$ cat config.mk
export PLATFORM = sky130hd
export DESIGN_NAME = encoder_fixed_point_seq
export DESIGN_NICKNAME = d
export VERILOG_FILES = /design/src/rtl/encoder_fixed_point_seq.sv
export SDC_FILE = /design/constraint.sdc
export NUM_CORES = 2
export LEC_CHECK = 0
export ABC_AREA = 1
export ABC_CLOCK_PERIOD_IN_PS = 10710
export CAP_MARGIN = 20
export CORE_AREA = 2 2 392 394
export DETAILED_ROUTE_END_ITERATION = 16
export DIE_AREA = 0 0 394 396
export MAX_ROUTING_LAYER = met4
export PLACE_DENSITY = 0.65
export SYNTH_ARGS = -nofsm -noshare
export SYNTH_HDL_FRONTEND = slang
export SYNTH_SLANG_ARGS = --single-unit
$ cat constraint.sdc
create_clock -name clk -period 10.71 [get_ports clk]
set_input_delay 1.071 -clock clk [delete_from_list [all_inputs] [get_ports clk]]
set_output_delay 1.071 -clock clk [all_outputs]
set_load 0.02 [all_outputs]
$ cat src/rtl/encoder_fixed_point_seq.sv
// Sequential fixed-point dense layer: out[i] = b[i] + sum_j x[j]*w[j][i], one MAC per cycle.
// Optional macro ENCODER_SATURATE_EN clamps oversized results instead of wrapping them.
module encoder_fixed_point_seq #(
    parameter int N_input  = 9,
    parameter int M_output = 2,
    parameter int BITSIZE  = 32
) (
    input  logic                           clk,
    input  logic                           rst_n,
    input  logic                           start,
    input  logic [N_input*BITSIZE-1:0]          x,
    input  logic [N_input*M_output*BITSIZE-1:0] w,
    input  logic [M_output*BITSIZE-1:0]         b,
    output logic                           busy,
    output logic                           done,
    output logic [M_output*BITSIZE-1:0]    out
);
    localparam int FB  = BITSIZE - 5;
    localparam int PW  = 2 * (BITSIZE - 1);
    localparam int AW0 = (BITSIZE + N_input > 48) ? BITSIZE + N_input : 48;
    localparam int AWP = BITSIZE + 5 + $clog2(N_input + 1);
    localparam int AW  = (AW0 > AWP) ? AW0 : AWP;
    localparam int IW  = (M_output > 1) ? $clog2(M_output) : 1;
    localparam int JW  = (N_input > 1) ? $clog2(N_input) : 1;

    typedef enum logic [1:0] {IDLE, MAC, STORE, FINISH} state_t;

    state_t            state, state_nxt;
    logic [AW-1:0]     acc;
    logic [IW-1:0]     i;
    logic [JW-1:0]     j;

    logic [BITSIZE-1:0] xj, wji, bnext;
    logic [PW-1:0]      prod_mag, prod_sh;
    logic [AW-1:0]      prod_tc, acc_abs;
    logic [BITSIZE-2:0] mag;
    logic [BITSIZE-1:0] conv;
    logic               last_j, last_i;
    int                 bidx;

    function automatic logic [AW-1:0] sm_to_tc(input logic [BITSIZE-1:0] v);
        logic [AW-1:0] m;
        m = AW'(v[BITSIZE-2:0]);
        return v[BITSIZE-1] ? -m : m;
    endfunction

    assign last_j = (j == JW'(N_input - 1));
    assign last_i = (i == IW'(M_output - 1));
    // bidx is clamped so the bias select never runs past the port on the last output
    assign bidx   = last_i ? 0 : int'(i) + 1;
    assign xj     = x[int'(j)*BITSIZE +: BITSIZE];
    assign wji    = w[(int'(i)*N_input + int'(j))*BITSIZE +: BITSIZE];
    assign bnext  = b[bidx*BITSIZE +: BITSIZE];

    // Magnitude product truncated toward zero before the sign is applied
    assign prod_mag = PW'(xj[BITSIZE-2:0]) * PW'(wji[BITSIZE-2:0]);
    assign prod_sh  = prod_mag >> FB;
    assign prod_tc  = (xj[BITSIZE-1] ^ wji[BITSIZE-1]) ? -AW'(prod_sh) : AW'(prod_sh);

    assign acc_abs = acc[AW-1] ? -acc : acc;
`ifdef ENCODER_SATURATE_EN
    assign mag = (|acc_abs[AW-1:BITSIZE-1]) ? '1 : acc_abs[BITSIZE-2:0];
`else
    assign mag = acc_abs[BITSIZE-2:0];
`endif
    assign conv = {acc[AW-1] && (mag != '0), mag};

    always_ff @(posedge clk) begin
        if (!rst_n) state <= IDLE;
        else        state <= state_nxt;
    end

    always_comb begin
        state_nxt = state;
        case (state)
            IDLE:    if (start) state_nxt = MAC;
            MAC:     if (last_j) state_nxt = STORE;
            STORE:   state_nxt = last_i ? FINISH : MAC;
            FINISH:  state_nxt = IDLE;
            default: state_nxt = IDLE;
        endcase
    end

    always_comb begin
        busy = (state != IDLE);
        done = (state == FINISH);
    end

    always_ff @(posedge clk) begin
        if (!rst_n) begin
            acc <= '0;
            i   <= '0;
            j   <= '0;
            out <= '0;
        end else begin
            case (state)
                IDLE: if (start) begin
                    acc <= sm_to_tc(b[BITSIZE-1:0]);
                    i   <= '0;
                    j   <= '0;
                end
                MAC: begin
                    acc <= acc + prod_tc;
                    j   <= j + 1'b1;
                end
                STORE: begin
                    out[int'(i)*BITSIZE +: BITSIZE] <= conv;
                    if (!last_i) begin
                        acc <= sm_to_tc(bnext);
                        i   <= i + 1'b1;
                        j   <= '0;
                    end
                end
                default: ;
            endcase
        end
    end
endmodule

* Word level (Yosys, flattened, before mapping)
Index checks and enable logic that the tools add are counted.
Storage, ports and cells: memories kept 0, output and inout bits 66, logic and storage cells 58, ROM bits 0, flip-flop bits (word level) 119, bits in writable memories 0, bits in latches 0
Cells by class: reduce and logical (&&, ||, !) cells 9, bitwise operators 1, multipliers 2, equal/unequal tests 7, divide/modulo/power cells 0, $lt $le $gt $ge 0, shift operators 5, add/subtract/negate cells 10, multiplexer cells 19
Operators with widths (number):
- $shiftx A576 B12 Y32 | 1
- $shiftx A288 B10 Y32 | 1
- $mux W48 | 5
- $pmux W48 S3 | 1
- $neg A31 Y48 | 2
- $bwmux W64 | 1
- $shift A32 B33 Y64 const A | 1
- $shiftx A32 B33 Y64 | 1
- $shiftx A64 B8 Y32 | 1
- $mul A31 B31 Y62 | 1
- $add A48 B48 Y48 | 1
- $neg A35 Y48 | 1
- $neg A6 Y33 | 1
- $mux W31 | 1
- $neg A31 Y31 | 1
- $reduce_bool A31 Y1 | 1
- $pmux W4 S3 | 1
- $mux W2 | 4
- $mux W4 | 2
- $pmux W2 S4 | 1
- $add A5 B4 Y6 | 1
- $ne A2 B2 Y1 const B | 3
- $mul A1 B4 Y5 const B | 1
- $add A4 B1 Y4 const B | 1
- other kinds (14) | 18

* Longest topological paths before layout
depth in word-level cells 8, gate-level depth with buffers 72, gate-level depth less buffers 67

* Worst setup path after synthesis
No wires, ideal clock.
kind flip-flop to flip-flop, start register j[0], end register acc[40], slack -1.057 ns, arrival time 11.709 ns, cell stages (with the launch flop) 65, library setup time 0.059 ns, clock period less this slack 11.767 ns, required time 10.651 ns, buffers on the path 5, path through dfxtp_1 ha_1 ha_1 inv_2 buf_2 clkbuf_1 clkbuf_1 buf_1 a21oi_1 a22oi_1 nand2_1 o311ai_0 o311ai_0 nand2_1 inv_1 clkbuf_1 nor2_1 fa_1 [29 not listed] nand2_1 nand3_1 nand2_1 inv_1 ha_1 nand2_1 nor2_1 inv_1 nor3_1 and3_1 a21oi_1 o21ai_0 a21boi_0 o31ai_1 or2_2 nand3_1 a21oi_1 o221a_2
Between the ends: word-level cells in the longest chain between the ends 7
RTL lines:
- from (decl) | RTL line 31 | logic [JW-1:0] j;
- from (signal assigned) | RTL line 104 | j <= j + 1'b1;
- $add A5 B4 Y6 | RTL line 52 | assign wji = w[(int'(i)*N_input + int'(j))*BITSIZE +: BITSIZE];
- $shiftx A576 B12 Y32 | RTL line 52
- $mul A31 B31 Y62 | RTL line 56 | assign prod_mag = PW'(xj[BITSIZE-2:0]) * PW'(wji[BITSIZE-2:0]);
- $neg A35 Y48 | RTL line 58 | assign prod_tc = (xj[BITSIZE-1] ^ wji[BITSIZE-1]) ? -AW'(prod_sh) : AW'(prod_sh);
- $mux W48 (*) | RTL line 58
- $add A48 B48 Y48 (*) | RTL line 103 | acc <= acc + prod_tc;
- $pmux W48 S3 (*) | RTL line 96 | case (state)
- to (signal assigned) | RTL line 98 | acc <= sm_to_tc(b[BITSIZE-1:0]);
- to (signal assigned) | RTL line 103
- to (signal assigned) | RTL line 109 | acc <= sm_to_tc(bnext);
- to (decl) | RTL line 29 | logic [AW-1:0] acc;
Every way passes the cells marked *; elsewhere a longest branch is shown, timed or not. A chain may end at the register's enable or synchronous reset.

* Worst setup path in the final report
start register j[0], end register acc[42]
Same word-level chain as after synthesis.

==> results.md <==
* Status: finished, violations left
* Violated checks: negative setup slack
* Count leader, synth: nand2_1
* CTS root buf: clkbuf_16
* Number of port buffers at between 900 and 1000
* Post-Synth XOR/XNOR Area at 0.01924
* CP max FO at 8
* Slew @ Worst Pin at approximately 1100 ps
* Top cell type's share of synthesized area at 0.3364
* Area growth from synthesis to layout at 58.19%
* Cts bufs inserted at 17
* TritonCTS clock tree: done
* Layout cell share with drive strength beyond 1 at 0.2485
* Global route total overflow at 0
* Top FF cell, synth: dfxtp_1
* Synth area leader: fa_1
* Setup WS post-layout at -1180 ps
* Fin nets at around 11000
* Register area share after synthesis at 0.04782
* Period minus WS final at 11890 ps
* Clk slew on worst S/H paths at roughly 70 ps
* Area of the multi-input gates at 44940 um2
* Rows at about 140
* Post-Synth Simple-Gate Area at 0.2301
* Filler cell count at ~15000
* Cells after Synth at ~7200
* Final period utilization at 1.110
* Final setup vio count at 38
* Dpl hpwl at between 200 and 300 mm
* Top cells by area, synth: fa_1 34%, nand2_1 11%, inv_1 9.2%
* Syn_area_per_cell at about 7 um2
* FF/Latch Area at 2395 um2
* Slew HR at 0.2642
* Min-delay worst type: reg2reg
* Initial core utilization at 0.3287
* Clk_lat worst skew at around 460 ps
* Num ports at about 1000
* Slowest stage cell, crit path: fa_1
* Routability cong. at around 1.1
* EDFF count, synth at 0
* Max incr delay on CP at about 580 ps
* Initial antenna violation count at roughly 50
* Initial DRT Pass Iterations at 6
* Unrepaired setup endpoints after global routing: yes
* Multiplexer area fraction after synthesis at 0.0004019
* First-pass GRT wire length at between 400 and 500 mm
* Antenna Nets Post-Route at 0
* Hold-fix buffers at CTS at 0
* Reg2reg path depth at 56
* Unique masters post-synth at between 60 and 70
* Synthesized Nets at roughly 9300
* Final Core Density at 0.5200
* Die area at approximately 160000 um2
* Hold Fails Final Rpt at 0
* CTS H-tree depth at 4
* Bufs on Longest Clock Path at 2
* WP data required at around 11000 ps
* Hold depth at 2
* Slew Viols, Final at 0
* Die Wd at between 300 and 400 um
* CP Capture Type: flop
* DRC viols at 0
* DIE HEIGHT at just under 400 um
* Number of DRC markers in iteration 0 at approximately 6400
* DRT Wirelength at 335.8 mm
* DR WL/cell at roughly 30 um
* Max Cap Violations at 0
* Max Clock Freq at about 84 MHz
* Vias per cell at between 5 and 6
* CTS Sinks at roughly 120
* CP Launch Type: flop
* Register bit total from synthesis at approximately 120
* Compound-Gate Fraction of Synth Area at 0.1596
* Commonest cells in the netlist: 1520 x nand2_1, 1226 x inv_1, 968 x nor2_1
* Adder-Cell Fraction of Synth Area at 0.4163
* Total GRT Usage at 0.4337
* DR vias at between 60000 and 70000
* Ys Warns at 0
* CORE AREA at ~150000 um2
* Setup CP Type: reg2reg
* Arrival @ worst endpoint at around 12000 ps
* Fraction of registers with async set/reset at 0
* Post-Syn Area at about 50000 um2
* Largest family of logic cells by synthesized area: adder cells
* Clock Skews at about 18 ps
* Vias in the first global route at 61540
* Pin count of the biggest net entering global routing at about 70
## worst max-delay path: cells and delay by family, from the launching register on
family	cells	cell delay, ps
adders and majority gates	10	4480
buffers and inverters	18	2630
and+or+nand+nor	13	1920
DFF	1	370
xor gates and xnor gates	2	430
AOI/OAI and AO/OA	13	1890
## final cells by class
class	instances	area share
timing repair inverter	2	0.0001588
timing repair buffer	2419	0.2963
clock inverter	14	0.002382
tap	2030	0.03223
clock buffer	18	0.005446
multi-input combinational	5453	0.5703
inverter	1265	0.06159
antenna	39	0.001239
sequential	119	0.03039
## cell usage in the layout (no fill, tap or decap), drive strengths merged, types with 4 or more instances in the layout
cell type / netlist / layout
diode: 0 / 39
fa: 837 / 837
nor4: 11 / 11
a221oi: 60 / 60
nor2: 983 / 983
nand3: 177 / 177
clkinv: 23 / 26
nand2: 1545 / 1545
clkinvlp: 0 / 4
o221a: 10 / 10
buf: 94 / 1405
a21o: 10 / 10
o211ai: 41 / 41
clkdlybuf4s50: 0 / 993
a21oi: 523 / 523
bufbuf: 0 / 14
a211o: 7 / 7
o21ai: 399 / 399
or2: 32 / 32
o32ai: 10 / 10
o221ai: 58 / 58
o31ai: 10 / 10
nand4: 19 / 19
nor3: 72 / 72
clkbuf: 294 / 23
a32oi: 9 / 9
xor2: 75 / 75
o311ai: 38 / 38
o22ai: 16 / 16
nand3b: 14 / 14
o21a: 24 / 24
a22oi: 42 / 42
ha: 318 / 318
a31oi: 44 / 44
a211oi: 22 / 22
dfxtp: 119 / 119
inv: 1242 / 1248
xnor2: 28 / 28
## repair_timing
action,in CTS,in global routing
setup endpoints to repair,47,45
gates resized for setup,702,327
pin swaps,159,146
cloned,23,4
buffers inserted,83,49
## through the flow
stage	TNS, ps	cells	worst slack (ps)	cell area [um2]	hold WS (ps)
after global placement	-97920	11130	-2776	72090	482.8
after detailed placement	-99960	11130	-2824	72100	484.9
final	-31630	11360	-1180	78800	503.9
after CTS	-26680	11270	-1037	76950	505.1
after global routing	-48300	11360	-1616	78790	517.5
after floorplan	0	7225	1.961	50470	482.6
## state kept, by name, summed over array words and instances, names as in the netlist
signal  flops
acc        48
out        64
i           1
j           4
state       2
## per-layer routing
layer,track usage,part of all wire,vias to the layer above
met5,-,0,-
met1,0.5468,0.41,30140
met3,0.1527,0.12,550
met2,0.6301,0.42,3217
li1,-,-,26880
met4,0.1752,0.050,0
## cells by family after synthesis
group | count (synthesis)
simple gates | 2857
buf+inv | 1653
compound gates | 1336
fa+ha+maj | 1155
flops | 119
xor+xnor | 103
mux | 2
## final timing paths
check	startpoint	end	slack, ps
max	j[0]	acc[42]	-1180
min	out[43]	out[43]	500
max reg2reg	j[0]	acc[42]	-1180
min reg2reg	out[43]	out[43]	500
Power is left out: the tool's default activity adds up to more than one toggle a clock period on the data nets, which glitch-free logic cannot reach.
